$ cat config.mk
export PLATFORM = sky130hd
export DESIGN_NAME = bconv_kxk_stream
export DESIGN_NICKNAME = d
export VERILOG_FILES = /design/src/rtl/bconv_kxk_stream.sv
export SDC_FILE = /design/constraint.sdc
export NUM_CORES = 1
export LEC_CHECK = 0
export CAP_MARGIN = 25
export CORE_ASPECT_RATIO = 0.6
export CORE_MARGIN = 2
export CORE_UTILIZATION = 46
export DETAILED_ROUTE_END_ITERATION = 7
export HOLD_SLACK_MARGIN = 0.08
export PLACE_DENSITY = 0.78
export SKIP_CTS_REPAIR_TIMING = 1
export SYNTH_ARGS = -nofsm -noshare
export SYNTH_HDL_FRONTEND = slang
export SYNTH_SLANG_ARGS = --single-unit
$ cat constraint.sdc
create_clock -name clk -period 6.44 [get_ports clk]
set_clock_uncertainty 0.1 [all_clocks]
set_input_delay 1.288 -clock clk [delete_from_list [all_inputs] [get_ports clk]]
set_output_delay 1.288 -clock clk [all_outputs]
set_load 0.1 [all_outputs]
$ cat src/rtl/bconv_kxk_stream.sv
// Streaming KxK binary convolution with XNOR-popcount thresholding; one packed output row per handshake.
// Define BCONV_PAD_EN for "same" zero padding (K/2 zero columns before and after each row).
module bconv_kxk_stream #(
    parameter int K = 3,
    parameter int W = 16,
    localparam int CNT_W = $clog2(K*K+1),
    localparam int NC_W  = $clog2(W+1)
) (
    input  logic               clk,
    input  logic               reset_b,
    input  logic               cfg_load,
    input  logic [K*K-1:0]     cfg_weights,
    input  logic [CNT_W-1:0]   cfg_thresh,
    input  logic               col_valid,
    output logic               col_ready,
    input  logic [K-1:0]       col_data,
    input  logic               col_last,
    output logic               out_valid,
    input  logic               out_ready,
    output logic [W-1:0]       out_data,
    output logic [NC_W-1:0]    out_ncols,
    output logic               busy,
    output logic               ovf
);

    localparam int CW = $clog2(K+1);
    localparam logic [CNT_W-1:0] THR_RST = CNT_W'((K*K+1)/2);

    localparam logic [2:0] IDLE = 3'd0;
    localparam logic [2:0] FILL = 3'd1;
    localparam logic [2:0] RUN  = 3'd2;
    localparam logic [2:0] EMIT = 3'd3;
`ifdef BCONV_PAD_EN
    localparam logic [2:0] PAD  = 3'd4;
    localparam int P = K/2;
`else
    localparam int P = 0;
`endif

    logic [2:0]       state_q, state_d;
    logic [K*K-1:0]   weights_q, weights_d;
    logic [CNT_W-1:0] thresh_q, thresh_d;
    logic [K*K-1:0]   window_q, window_d;
    logic [CW-1:0]    cnt_q, cnt_d;
    logic [NC_W-1:0]  idx_q, idx_d;
    logic [W-1:0]     data_q, data_d;
    logic             ovf_q, ovf_d;
`ifdef BCONV_PAD_EN
    logic [CW-1:0]    padcnt_q, padcnt_d;
`endif

    logic             accept;
    logic             shift;
    logic             produce;
    logic             outBit;
    logic [CNT_W-1:0] mism;
    logic [K*K-1:0]   winBase;
    logic [K*K-1:0]   winShift;
    logic [CW-1:0]    cntBase;

    assign col_ready = !reset_b && (state_q == IDLE || state_q == FILL || state_q == RUN);
    assign accept    = col_valid && col_ready;
    assign out_valid = (state_q == EMIT);
    assign out_data  = data_q;
    assign out_ncols = idx_q;
    assign busy      = (state_q != IDLE);
    assign ovf       = ovf_q;

`ifdef BCONV_PAD_EN
    assign shift = accept || (state_q == PAD);
`else
    assign shift = accept;
`endif

    // A new row always starts from an all-zero window; padding relies on this for its leading columns.
    always_comb begin
        winBase  = (state_q == IDLE) ? '0 : window_q;
        winShift = '0;
        for (int r = 0; r < K; r++) begin
            winShift[r*K] = accept ? col_data[r] : 1'b0;
            for (int c = 1; c < K; c++) begin
                winShift[r*K+c] = winBase[r*K+c-1];
            end
        end
        mism = '0;
        for (int i = 0; i < K*K; i++) begin
            mism = mism + CNT_W'(winShift[i] ^ weights_q[i]);
        end
    end

    assign cntBase = (state_q == IDLE) ? CW'(P) : cnt_q;
    assign produce = shift && (cntBase >= CW'(K-1));
    assign outBit  = (mism >= thresh_q);

    always_comb begin
        state_d   = state_q;
        weights_d = weights_q;
        thresh_d  = thresh_q;
        window_d  = shift ? winShift : window_q;
        cnt_d     = cnt_q;
        idx_d     = idx_q;
        data_d    = data_q;
        ovf_d     = ovf_q;
`ifdef BCONV_PAD_EN
        padcnt_d  = padcnt_q;
`endif

        if (shift) begin
            cnt_d = (cntBase >= CW'(K)) ? CW'(K) : cntBase + CW'(1);
        end

        // Bits beyond the word are dropped; the count saturates at W and ovf records the loss.
        if (produce) begin
            if (idx_q < NC_W'(W)) begin
                data_d = data_q | ({{(W-1){1'b0}}, outBit} << idx_q);
                idx_d  = idx_q + NC_W'(1);
            end else begin
                ovf_d = 1'b1;
            end
        end

        if (state_q == IDLE && cfg_load && !accept) begin
            weights_d = cfg_weights;
            thresh_d  = cfg_thresh;
        end

        case (state_q)
            IDLE, FILL, RUN: begin
                if (accept) begin
                    if (col_last) begin
`ifdef BCONV_PAD_EN
                        state_d  = PAD;
                        padcnt_d = '0;
`else
                        state_d  = EMIT;
`endif
                    end else begin
                        state_d = produce ? RUN : FILL;
                    end
                end
            end
`ifdef BCONV_PAD_EN
            PAD: begin
                if (padcnt_q == CW'(P-1)) begin
                    state_d = EMIT;
                end else begin
                    padcnt_d = padcnt_q + CW'(1);
                end
            end
`endif
            EMIT: begin
                if (out_ready) begin
                    state_d = IDLE;
                    data_d  = '0;
                    idx_d   = '0;
                end
            end
            default: state_d = IDLE;
        endcase
    end

    always_ff @(posedge clk) begin
        if (reset_b) begin
            state_q   <= IDLE;
            weights_q <= '0;
            thresh_q  <= THR_RST;
            window_q  <= '0;
            cnt_q     <= '0;
            idx_q     <= '0;
            data_q    <= '0;
            ovf_q     <= 1'b0;
`ifdef BCONV_PAD_EN
            padcnt_q  <= '0;
`endif
        end else begin
            state_q   <= state_d;
            weights_q <= weights_d;
            thresh_q  <= thresh_d;
            window_q  <= window_d;
            cnt_q     <= cnt_d;
            idx_q     <= idx_d;
            data_q    <= data_d;
            ovf_q     <= ovf_d;
`ifdef BCONV_PAD_EN
            padcnt_q  <= padcnt_d;
`endif
        end
    end

endmodule

After elaboration in Yosys (flattened, before gate mapping). Cells that the tools add are included.

Output and inout bits: 25. Flip-flop bits (word level): 48. Logic and storage cells: 72. Input bits: 22.

Reduce and logical (&&, ||, !) cells: 14. Equality and inequality tests: 5. $lt $le $gt $ge: 4. Bitwise logic cells: 11. Muxes and demuxes: 19. Add/sub/neg operators: 10. Shifts and indexed selects: 1.

Operator list (count): 2-to-1 mux 16 bit (4); adder 4 x 1 -> 4 bit (5); 2-to-1 mux 5 bit (4); OR 16 bit (1); left shift 1 x 5 -> 16 bit (1); bitwise XOR 1 bit (9); 2-to-1 mux 2 bit (4); 2-to-1 mux 8 bit (1); equality test 3 x 2 -> 1 bit, second input constant (2); 2-to-1 mux 3 bit (2); one-hot mux 3 bit (2 select lines) (1); adder 5 x 1 -> 5 bit, second input constant (1); logical AND 1 bit (5); less-than comparator 5 bit, second input constant (1); adder 3 x 1 -> 4 bit (1); >= comparator 2 bit, second input constant (2); >= comparator 4 bit (1); AND reduction 2 bit (2); adder 2 x 1 -> 3 bit (1); equality test 3 x 1 -> 1 bit, second input constant (1); zero test 3 bit (1); 2-to-1 mux 1 bit (3); nonzero test 3 bit (1); OR reduction 3 bit (1); other kinds (7) (9).

Logic depth before layout (Yosys ltp). Gate-level depths: netlist (run 1).

Depth in word-level cells: 22. Gate-level depth with buffers: 18. Depth with buffers taken out: 17.

Least setup slack after synthesis (run 1). Ideal clock, no wire load.

Kind: input -> register. From: input reset_b. To: register data_q[1], in the netlist out_data[1]. Path buffers: 1. Arrival time: 5.955 ns. Path slack: 0.267 ns. Data required time: 6.222 ns. Library setup time: 0.118 ns. Stages: 17. Cell sequence: buf_6 -> nand2b_1 -> a21oi_1 -> nand2_1 -> xor2_1 -> fa_1 -> fa_1 -> fa_1 -> inv_1 -> fa_1 -> inv_1 -> fa_1 -> inv_1 -> ha_1 -> a2111oi_4 -> nor4_2 -> a22o_1.

Longest elaborated chain between the ends: 20. Elaborated cells between the ends (all ways): 25. Those cells by class: add/sub (8); order compare (1); shift (1); mux (7); bitwise (4); reduce/logical (4).

Ends and longest elaborated chain: start, declared (RTL line 10) `input logic reset_b,`; zero test 1 bit (RTL line 61) `assign col_ready = !reset_b && (state_q == IDLE || state_q == FILL || state_q == RUN);`; logical AND 1 bit (RTL line 61); logical AND 1 bit (RTL line 62) `assign accept = col_valid && col_ready;`; 2-to-1 mux 1 bit (RTL line 80) `winShift[r*K] = accept ? col_data[r] : 1'b0;`; bitwise XOR 1 bit (RTL line 87) `mism = mism + CNT_W'(winShift[i] ^ weights_q[i]);`; adder 1 x 1 -> 2 bit (RTL line 87); adder 2 x 1 -> 3 bit (RTL line 87); adder 3 x 1 -> 4 bit (RTL line 87); adder 4 x 1 -> 4 bit (5 in series) (RTL line 87); >= comparator 4 bit (RTL line 93) `assign outBit = (mism >= thresh_q);`; left shift 1 x 5 -> 16 bit (RTL line 115) `data_d = data_q | ({{(W-1){1'b0}}, outBit} << idx_q);`; OR 16 bit (RTL line 115); 2-to-1 mux 16 bit (RTL line 114) `if (idx_q < NC_W'(W)) begin`; 2-to-1 mux 16 bit (RTL line 113) `if (produce) begin`; 2-to-1 mux 16 bit (RTL line 152) `if (out_ready) begin`; 2-to-1 mux 16 bit (RTL line 127) `case (state_q)`; end signal, assigned (RTL line 182) `data_q <= data_d;`; end, declared (RTL line 46) `logic [W-1:0] data_q, data_d;`.

Several ways; a longest one is shown, not always the timed one. A chain may end at the register's enable or synchronous reset.

Worst setup path after layout (run 1).
From: input reset_b. To: register data_q[2], in the netlist out_data[2].

Same word-level chain as after synthesis.

==> run metrics, run 1 <==
pre-CTS setup slack 151 ps; CP endpoint kind flop; clock period minus final worst setup slack 5970 ps; Top Ports 47; Power Dens Cells 232 mW/mm^2; First-pass DRT Iterations 4; drt via density roughly 5; Antenna diodes 0; top cell type's share of synthesized area 40.8%; CTS sink count 45; worst setup margin ~470 ps; number of H-tree levels 2; clk slew on worst S/H paths 90 ps; Syn Nets 268; gr usage total 18.6%; CP most frequent cell fa_1; fin nets roughly 320; # Max-Cap Violations 0; CP Launch Type input pin; antenna-violating nets left 0; Clock Latency Late Sink 310 ps; CP peak stage delay 540 ps; period utilization 92.8%; data arrival time of the critical path slightly above 6000 ps; Final Hold Fails 0; Cells after Synth 234; Synth warnings 0; Slew @ Worst Pin 979 ps; first-pass GRT wire length 7.89 mm; Synth area leader dfxtp_1; Critical-path top delay cell fa_1; layout cells sized above 1 roughly 8.8%; DP HPWL around 3.6 mm; Seq/Total Area, Yosys 40.8%; run status finished clean; #FFs+latches synth 45; VDD IR max 0.137 mV; Routed WL per cell approximately 13 um; die area about 0.0054 mm^2; most area-consuming cells after synthesis dfxtp_1, nand2_1, a22o_1; Crit Path Class input pin to flop; crit-path cells clkdlybuf4s50_1 > nand2b_1 > a21oi_1 > nand2_1 > xor2_1 > fa_1 > fa_1 > fa_1 > inv_1 > fa_1 > inv_1 > fa_1 > inv_1 > ha_1 > a2111oi_4 > buf_4 > nor4b_4 > a22o_1; Synth cell types 43; buffers plus inverters on the worst setup path 5; Initial Util 48.1%; Core ar. ~0.0046 mm^2; HP Class flop to flop; die height approximately 58 um; Fmax around 170 MHz; setup TNS 0 ps; Port Buf Inserts 46; initial antenna violation count 0; final core utilization 61.3%; Initial DRC Count 95; CTS tree built; placed inst area 0.00272 mm^2; Post-Syn Area 0.00221 mm^2; TritonCTS Buffers 5; GR Overflow Total 0; worst endpoint required time ~6500 ps; RSZ-0062 raised after global routing no; count of pins over their slew limit 0; largest net degree at the start of global routing 25; wirelength, routed between 4 and 5 mm; die span in x between 90 and 100 um; number of global-route vias before repair 1611; max_slew headroom about 35%; FP Rows 19; Clock Tree Root clkbuf_8; post-route cell area 0.00281 mm^2; GP Congestion 0.831; crit path max fanout 5; clock tree buffer depth 2; Pleak 1.09 nW; DRC 0; PnR Total Power 0.652 mW; Final setup viols 0; CP delay by family, top adder cells; syn avg cell area 9.43 um^2; via count about 1800; area grow syn2layout 27.5%
==> state kept, by name (all words and copies together), names as in the netlist <==
register,cells
out_ncols,5
window_q,6
ovf,1
weights_q,9
state_q,2
thresh_q,4
out_data,16
cnt_q,2
==> logic make-up (layout without fill, tap and decap cells) <==
family          after synthesis  after routing  synth area share (%)
flops                        45             45                  40.8
xor+xnor                     14             14                  6.41
simple gates                 88             88                  22.0
fa+ha+maj                    12             12                  8.51
mux                           1              1                 0.510
compound gates               51             51                  16.4
buf+inv                      23             73                  5.33
==> final timing paths <==
path,slack [ps],cells past startpoint,start,end
min reg2reg,360,2,window_q[3]$_SDFFE_PP0N_,window_q[3]$_SDFFE_PP0N_
max reg2reg,1170,17,state_q[1]$_SDFFE_PP0P_,out_data[2]$_SDFF_PP0_
max,470,18,reset_b,out_data[2]$_SDFF_PP0_
min,360,2,window_q[3]$_SDFFE_PP0N_,window_q[3]$_SDFFE_PP0N_
==> cells in the mapped netlist <==
cell	n
a2111oi_4	1
a211oi_1	2
a21o_1	1
a21oi_1	21
a22o_1	15
a31oi_1	1
a31oi_2	1
a41oi_1	1
and2b_2	1
and3_1	3
and4bb_2	1
buf_2	2
buf_4	1
buf_6	2
clkbuf_1	3
clkbuf_8	1
clkinv_1	1
dfxtp_1	45
fa_1	5
ha_1	7
inv_1	13
mux2_2	1
nand2_1	46
nand2b_1	3
nand2b_4	1
nand3_1	11
nand3b_1	1
nand4_4	1
nor2_1	11
nor2b_1	1
nor3_1	1
nor3b_1	2
nor4_1	1
nor4_2	1
nor4_4	1
nor4b_4	2
o211ai_1	1
o21a_1	2
o21ai_0	4
o22ai_1	1
xnor2_1	3
xor2_1	10
xor2_4	1
==> layout make-up <==
cell class                      count  area, um^2
Clock inverter                      3        25.0
Tap cell                           63        78.8
Inverter                           14        52.6
Clock buffer                        5        68.8
Multi-Input combinational cell    166        1190
Sequential cell                    45         901
Timing Repair Buffer               51         498
Fill cell                         407        1780
==> per-stage QoR <==
stage	hold WS, ps	std cells
after CTS	360	347
after global routing	373	347
after detailed placement	347	339
final	357	347
after global placement	342	339
after floorplan	336	234
==> layer usage <==
layer | GRT usage [%] | up-vias | part of all wire (%)
met5 | 0 | - | 0
met4 | 3.99 | 0 | 0.47
met3 | 4.81 | 5 | 6.4
met2 | 24.4 | 45 | 40
met1 | 30.3 | 821 | 53
li1 | - | 900 | -
==> cells in the final DEF, fill, tap and decap left out, drive strengths merged <==
master / n
a2111oi: 1
a211oi: 2
a21o: 1
a21oi: 21
a22o: 15
a31oi: 2
a41oi: 1
and2b: 1
and3: 3
and4bb: 1
buf: 5
clkbuf: 5
clkdlybuf4s50: 46
clkinv: 2
clkinvlp: 1
dfxtp: 45
fa: 5
ha: 7
inv: 14
mux2: 1
nand2: 46
nand2b: 4
nand3: 11
nand3b: 1
nand4: 1
nor2: 11
nor2b: 1
nor3: 1
nor3b: 2
nor4: 3
nor4b: 2
o211ai: 1
o21a: 2
o21ai: 4
o22ai: 1
xnor2: 3
xor2: 11
==> tightest hold or removal path: stages, from the launching register on <==
cell     delay [ps]
dfxtp_1         320
nand2_1          50
a21oi_1          50
==> where the power goes <==
group | leakage, nW | switching, mW | internal [mW]
Combinational | 0.677 | 0.0956 | 0.0782
Clock | 0.0447 | 0.105 | 0.0784
Sequential | 0.365 | 0.00871 | 0.286
Note: power is estimated with default switching activity, not from simulation.
==> run 2, diff against run 1 <==
Settings changed: GPL_TIMING_DRIVEN from default to 0, PLACE_DENSITY 0.78 to 0.86.
==> run metrics, run 2 (synthesis results as in run 1) <==
run status finished clean; Reg2Reg Depth 18 (+1); Initial DRC Count 81 (-15%); antenna-violating nets left 0 (unchanged); fill cell total of the finished layout 377 (-7.4%); fin nets 321 (+1.3%); CTS sink count 45 (unchanged); Critical-path top delay cell fa_1; GR Overflow Total 0 (unchanged); gr usage total 20.1% (+1.4 points); Fmax 168 MHz (+0.51%); Power Dens Cells 251 mW/mm^2 (+8.2%); largest net degree at the start of global routing 15 (-40%); most frequent cells in the layout nand2_1, dfxtp_1, clkdlybuf4s50_1, a21oi_1, a22o_1; met3 routed WL 383 um (+28%); hold path depth 2 (unchanged); number of global-route vias before repair 1713 (+6.3%); post-route cell area 0.00289 mm^2 (+2.9%); CP delay by family, top adder cells; internal reg-to-reg setup slack 1090 ps (-80 ps); Routed WL per cell 14.7 um (+9.0%); Crit Path Class input pin to flop; CP Launch Type input pin; Port Buf Inserts 45 (-2.2%); CP peak stage delay 540 ps (about the same); max_slew headroom 33.9% (-0.59 points); # Max-Cap Violations 0 (unchanged); buffers plus inverters on the worst setup path 5 (unchanged); crit path from col_valid; Sequential cell area 901 um^2 (unchanged); Initial Util 48.1% (unchanged); CP most frequent cell fa_1; die height 57.6 um (unchanged); VDD IR max 0.144 mV (+4.8%); Pleak 1.14 nW (+4.5%); CTS tree built; initial antenna violation count 0 (unchanged); placed inst area 0.00274 mm^2 (+0.64%); clk slew on worst S/H paths 80 ps (about the same); FP Rows 19 (unchanged); HP Class flop to flop; clock tree buffer depth 2 (unchanged); via count 1851 (+4.5%); DP HPWL 3.83 mm (+6.9%); worst endpoint required time 6530 ps (about the same); hold_sp window_q[7]$_SDFFE_PP0N_; final core utilization 63.0% (+1.8 points); met1 wire length 2.47 mm (-1.1%); DRC 0 (unchanged); Top Metal Used met4; drt via density 5.27 (+3.3%); Met2 Wirelength 2.26 mm (+22%); worst hold endpoint window_q[7]$_SDFFE_PP0N_; Clock Latency Late Sink 300 ps (about the same); area grow syn2layout 31.1%; Final Hold Fails 0 (unchanged); multi-input gate area in the final layout 0.00120 mm^2 (+1.2%); worst setup margin 496 ps (+30.5 ps); Final setup viols 0 (unchanged); GP Congestion 0.786 (-5.4%); First-pass DRT Iterations 4 (unchanged); count of pins over their slew limit 0 (unchanged); pre-CTS setup slack -639 ps (-791 ps); die area 0.00538 mm^2 (unchanged); most common cell after layout, fill and taps aside nand2_1; Core ar. 0.00459 mm^2 (unchanged); CP endpoint kind flop; die span in x 93.4 um (unchanged); crit-path cells dlymetal6s2s_1 > nand2b_1 > a21oi_4 > nand2_1 > xor2_1 > fa_1 > fa_1 > fa_1 > inv_1 > fa_1 > inv_1 > fa_1 > inv_1 > ha_1 > a2111oi_4 > buf_4 > nor4_2 > a22o_1; Reg-to-Reg Start state_q[0]$_SDFFE_PP0P_; Largest register FFs 16 (unchanged); Antenna diodes 0 (unchanged); first-pass GRT wire length 8.36 mm (+5.9%); Top Ports 47 (unchanged); clock period minus final worst setup slack 5940 ps (-30.5 ps); period utilization 92.3% (-0.47 points); Slew @ Worst Pin 988 ps (+8.81 ps); TritonCTS Buffers 5 (unchanged); wirelength, routed 5.15 mm (+10%); number of H-tree levels 2 (unchanged); data arrival time of the critical path 6040 ps (-20 ps); Clock Tree Root clkbuf_8; RSZ-0062 raised after global routing no; crit path max fanout 8 (+3); layout cells sized above 1 10.1% (+1.3 points); Worst R2R End out_data[3]$_SDFF_PP0_
==> run 2: cell types whose count changed in the layout (fill, tap and decap cells not counted), moves of 2 or more <==
cell,change
bufinv_16,+2
clkdlybuf4s50_1,-2
clkbuf_1,+3
buf_2,+2
buf_6,+2
buf_4,-3
==> run 2: final cells by class <==
cell class,count,share of cell area (%)
Buffer,9,2.25
Clock buffer,5,2.38
Clock inverter,3,2.25
Timing Repair Buffer,46,15.9
Multi-Input combinational cell,166,41.5
Sequential cell,45,31.1
Tap cell,63,2.72
Inverter,14,1.82
==> run 2: tightest hold or removal path, stage by stage, from the launching register on <==
cell     delay (ps)
dfxtp_1         320
nand2_1          50
a21oi_1          50
==> run 2: power by group <==
| part | internal, mW | switching, mW |
|---|---|---|
| registers | 0.286 | 0.00562 |
| logic | 0.0797 | 0.102 |
| clock network | 0.154 | 0.0977 |
==> run 2: through the flow <==
stage	setup TNS [ps]	power, mW	std cells	hold WS (ps)
5_1_grt	0	0.759	351	373
2_1_floorplan	0	0.432	234	336
4_1_cts	-4790	0.719	350	359
6_report	0	0.726	351	361
3_5_place_dp	-9420	0.470	342	347
3_3_place_gp	-8040	0.466	342	334
==> run 2: worst max-delay path by stage <==
| stage | endpoint | cells past startpoint | slack [ps] |
|---|---|---|---|
| 2_1_floorplan | out_data[1]$_SDFF_PP0_ | 17 | 270 |
| 3_3_place_gp | out_data[3]$_SDFF_PP0_ | 17 | -550 |
| 3_5_place_dp | out_data[3]$_SDFF_PP0_ | 17 | -640 |
| 4_1_cts | out_data[3]$_SDFF_PP0_ | 17 | -350 |
| 5_1_grt | out_data[3]$_SDFF_PP0_ | 18 | 270 |
| 6_report | out_data[3]$_SDFF_PP0_ | 18 | 500 |
==> run 2: metal layers <==
metal	GRT usage, %	vias to the layer above
li1	-	913
met1	29.4	872
met2	30.1	61
met3	4.42	5
met4	5.67	0
met5	0	-
==> run 3, diff against run 2 <==
Settings changed: MAX_ROUTING_LAYER from default to met4.
==> run metrics, run 3 (synthesis results as in run 1) <==
data arrival time of the critical path 6050 ps (about the same); antenna-violating nets left 0 (unchanged); PnR Total Power 0.725 mW (-0.16%); fill cell total of the finished layout 377 (unchanged); Reg-to-Reg Start state_q[0]$_SDFFE_PP0P_; GR Overflow Total 0 (unchanged); worst endpoint required time 6530 ps (about the same); run status finished clean; die area 0.00538 mm^2 (unchanged); clock power share 34.6% (about the same); Net Sw Frac 28.2% (-0.11 points); crit path max fanout 8 (unchanged); Core ar. 0.00459 mm^2 (unchanged); Top Metal Used met4; placed inst area 0.00274 mm^2 (unchanged); final core utilization 63.0% (unchanged); area grow syn2layout 31.1% (unchanged); Reg2Reg Depth 18 (unchanged); Logic pwr share 25.1% (about the same); die span in x 93.4 um (unchanged); CTS tree built; Pint 0.520 mW (about the same); Min Hold Slack 360 ps (-1.27 ps); DRC 0 (unchanged); Routed WL per cell 14.6 um (-0.39%); number of global-route vias before repair 1715 (+0.12%); Pleak 1.14 nW (unchanged); via count 1857 (+0.32%); sequential share of power 40.3% (about the same); post-route cell area 0.00289 mm^2 (unchanged); Worst R2R End out_data[3]$_SDFF_PP0_; CTS sink count 45 (unchanged); met3 routed WL 319 um (-17%); Met2 Wirelength 2.29 mm (+1.3%); layout cells sized above 1 10.1% (unchanged); Final Hold Fails 0 (unchanged); worst hold endpoint window_q[7]$_SDFFE_PP0N_; setup TNS 0 ps (unchanged); TritonCTS Buffers 5 (unchanged); met1 wire length 2.49 mm (+1.0%); FP Rows 19 (unchanged); First-pass DRT Iterations 4 (unchanged); largest net degree at the start of global routing 15 (unchanged); Clock Latency Late Sink 300 ps (about the same); die height 57.6 um (unchanged); # Max-Cap Violations 0 (unchanged); Port Buf Inserts 45 (unchanged); RSZ-0062 raised after global routing no; Top Ports 47 (unchanged); initial antenna violation count 0 (unchanged); Final setup viols 0 (unchanged); most frequent cells in the layout nand2_1, dfxtp_1, clkdlybuf4s50_1, a21oi_1, a22o_1; Crit Path Class input pin to flop; internal reg-to-reg setup slack 1100 ps (about the same); Fmax 168 MHz (-0.27%); GP Congestion 0.797 (+1.4%); most common cell after layout, fill and taps aside nand2_1; CP endpoint kind flop; clock tree buffer depth 2 (unchanged); Antenna diodes 0 (unchanged); CP Launch Type input pin; DP HPWL 3.83 mm (unchanged); number of H-tree levels 2 (unchanged); max_slew headroom 34.0% (+0.080 points); clock period minus final worst setup slack 5960 ps (+16.2 ps); Clock Tree Root clkbuf_8; first-pass GRT wire length 8.35 mm (about the same); count of pins over their slew limit 0 (unchanged); period utilization 92.5% (+0.25 points); gr usage total 20.6% (+0.58 points); hold_sp window_q[7]$_SDFFE_PP0N_; Power Dens Cells 251 mW/mm^2 (-0.16%); drt via density 5.29 (+0.32%); wirelength, routed 5.13 mm (-0.39%); HP Class flop to flop; clk slew on worst S/H paths 80 ps (about the same); Initial Util 48.1% (unchanged); VDD IR max 0.144 mV (about the same); fin nets 321 (unchanged); Initial DRC Count 82 (+1.2%); total net switching power 0.205 mW (-0.56%); hold path depth 2 (unchanged); Largest register FFs 16 (unchanged); Slew @ Worst Pin 987 ps (-1.19 ps)
==> run 3: cell counts in the layout (fill, tap and decap cells not counted) <==
Identical to the previous run, type by type.
==> run 3: power groups by stage <==
| stage | combinational (mW) | clock [mW] | sequential, mW |
|---|---|---|---|
| after global placement | 0.168 | 0 | 0.298 |
| after floorplan | 0.135 | 0 | 0.298 |
| after CTS | 0.173 | 0.254 | 0.292 |
| after detailed placement | 0.172 | 0 | 0.298 |
| final | 0.182 | 0.251 | 0.292 |
| after global routing | 0.201 | 0.264 | 0.293 |
==> run 3: worst max-delay path, cell delays in order <==
cell,delay [ps]
dlymetal6s2s_1,250
nand2b_1,190
a21oi_4,260
nand2_1,140
xor2_1,170
fa_1,520
fa_1,520
fa_1,540
inv_1,50
fa_1,430
inv_1,80
fa_1,400
inv_1,60
ha_1,250
a2111oi_4,340
buf_4,230
nor4_2,90
a22o_1,230
==> run 3: worst max-delay path by stage <==
stage / end / cells past startpoint / slack (ps) / from
after global placement: out_data[3]$_SDFF_PP0_ / 17 / -550 / col_valid
after global routing: out_data[3]$_SDFF_PP0_ / 18 / 260 / col_valid
after detailed placement: out_data[3]$_SDFF_PP0_ / 17 / -640 / col_valid
final: out_data[3]$_SDFF_PP0_ / 18 / 480 / col_valid
after CTS: out_data[3]$_SDFF_PP0_ / 17 / -350 / col_valid
after floorplan: out_data[1]$_SDFF_PP0_ / 17 / 270 / reset_b
==> run 3: cell type report <==
| class | count | area (um^2) | share of cell area (%) |
|---|---|---|---|
| Multi-Input combinational cell | 166 | 1200 | 41.5 |
| Sequential cell | 45 | 901 | 31.1 |
| Timing Repair Buffer | 46 | 460 | 15.9 |
| Tap cell | 63 | 78.8 | 2.72 |
| Clock buffer | 5 | 68.8 | 2.38 |
| Clock inverter | 3 | 65.1 | 2.25 |
| Buffer | 9 | 65.1 | 2.25 |
| Inverter | 14 | 52.6 | 1.82 |
==> run 3: routing by layer <==
metal	up-vias	GRT usage [%]
met1	888	29.3
met4	0	5.67
met2	52	30.1
met5	-	-
met3	4	4.42
li1	913	-
==> run 3: metrics by stage <==
stage,setup slack (ps),std cells
after floorplan,267,234
after global placement,-546,342
after detailed placement,-639,342
after CTS,-351,350
after global routing,263,351
final,480,351
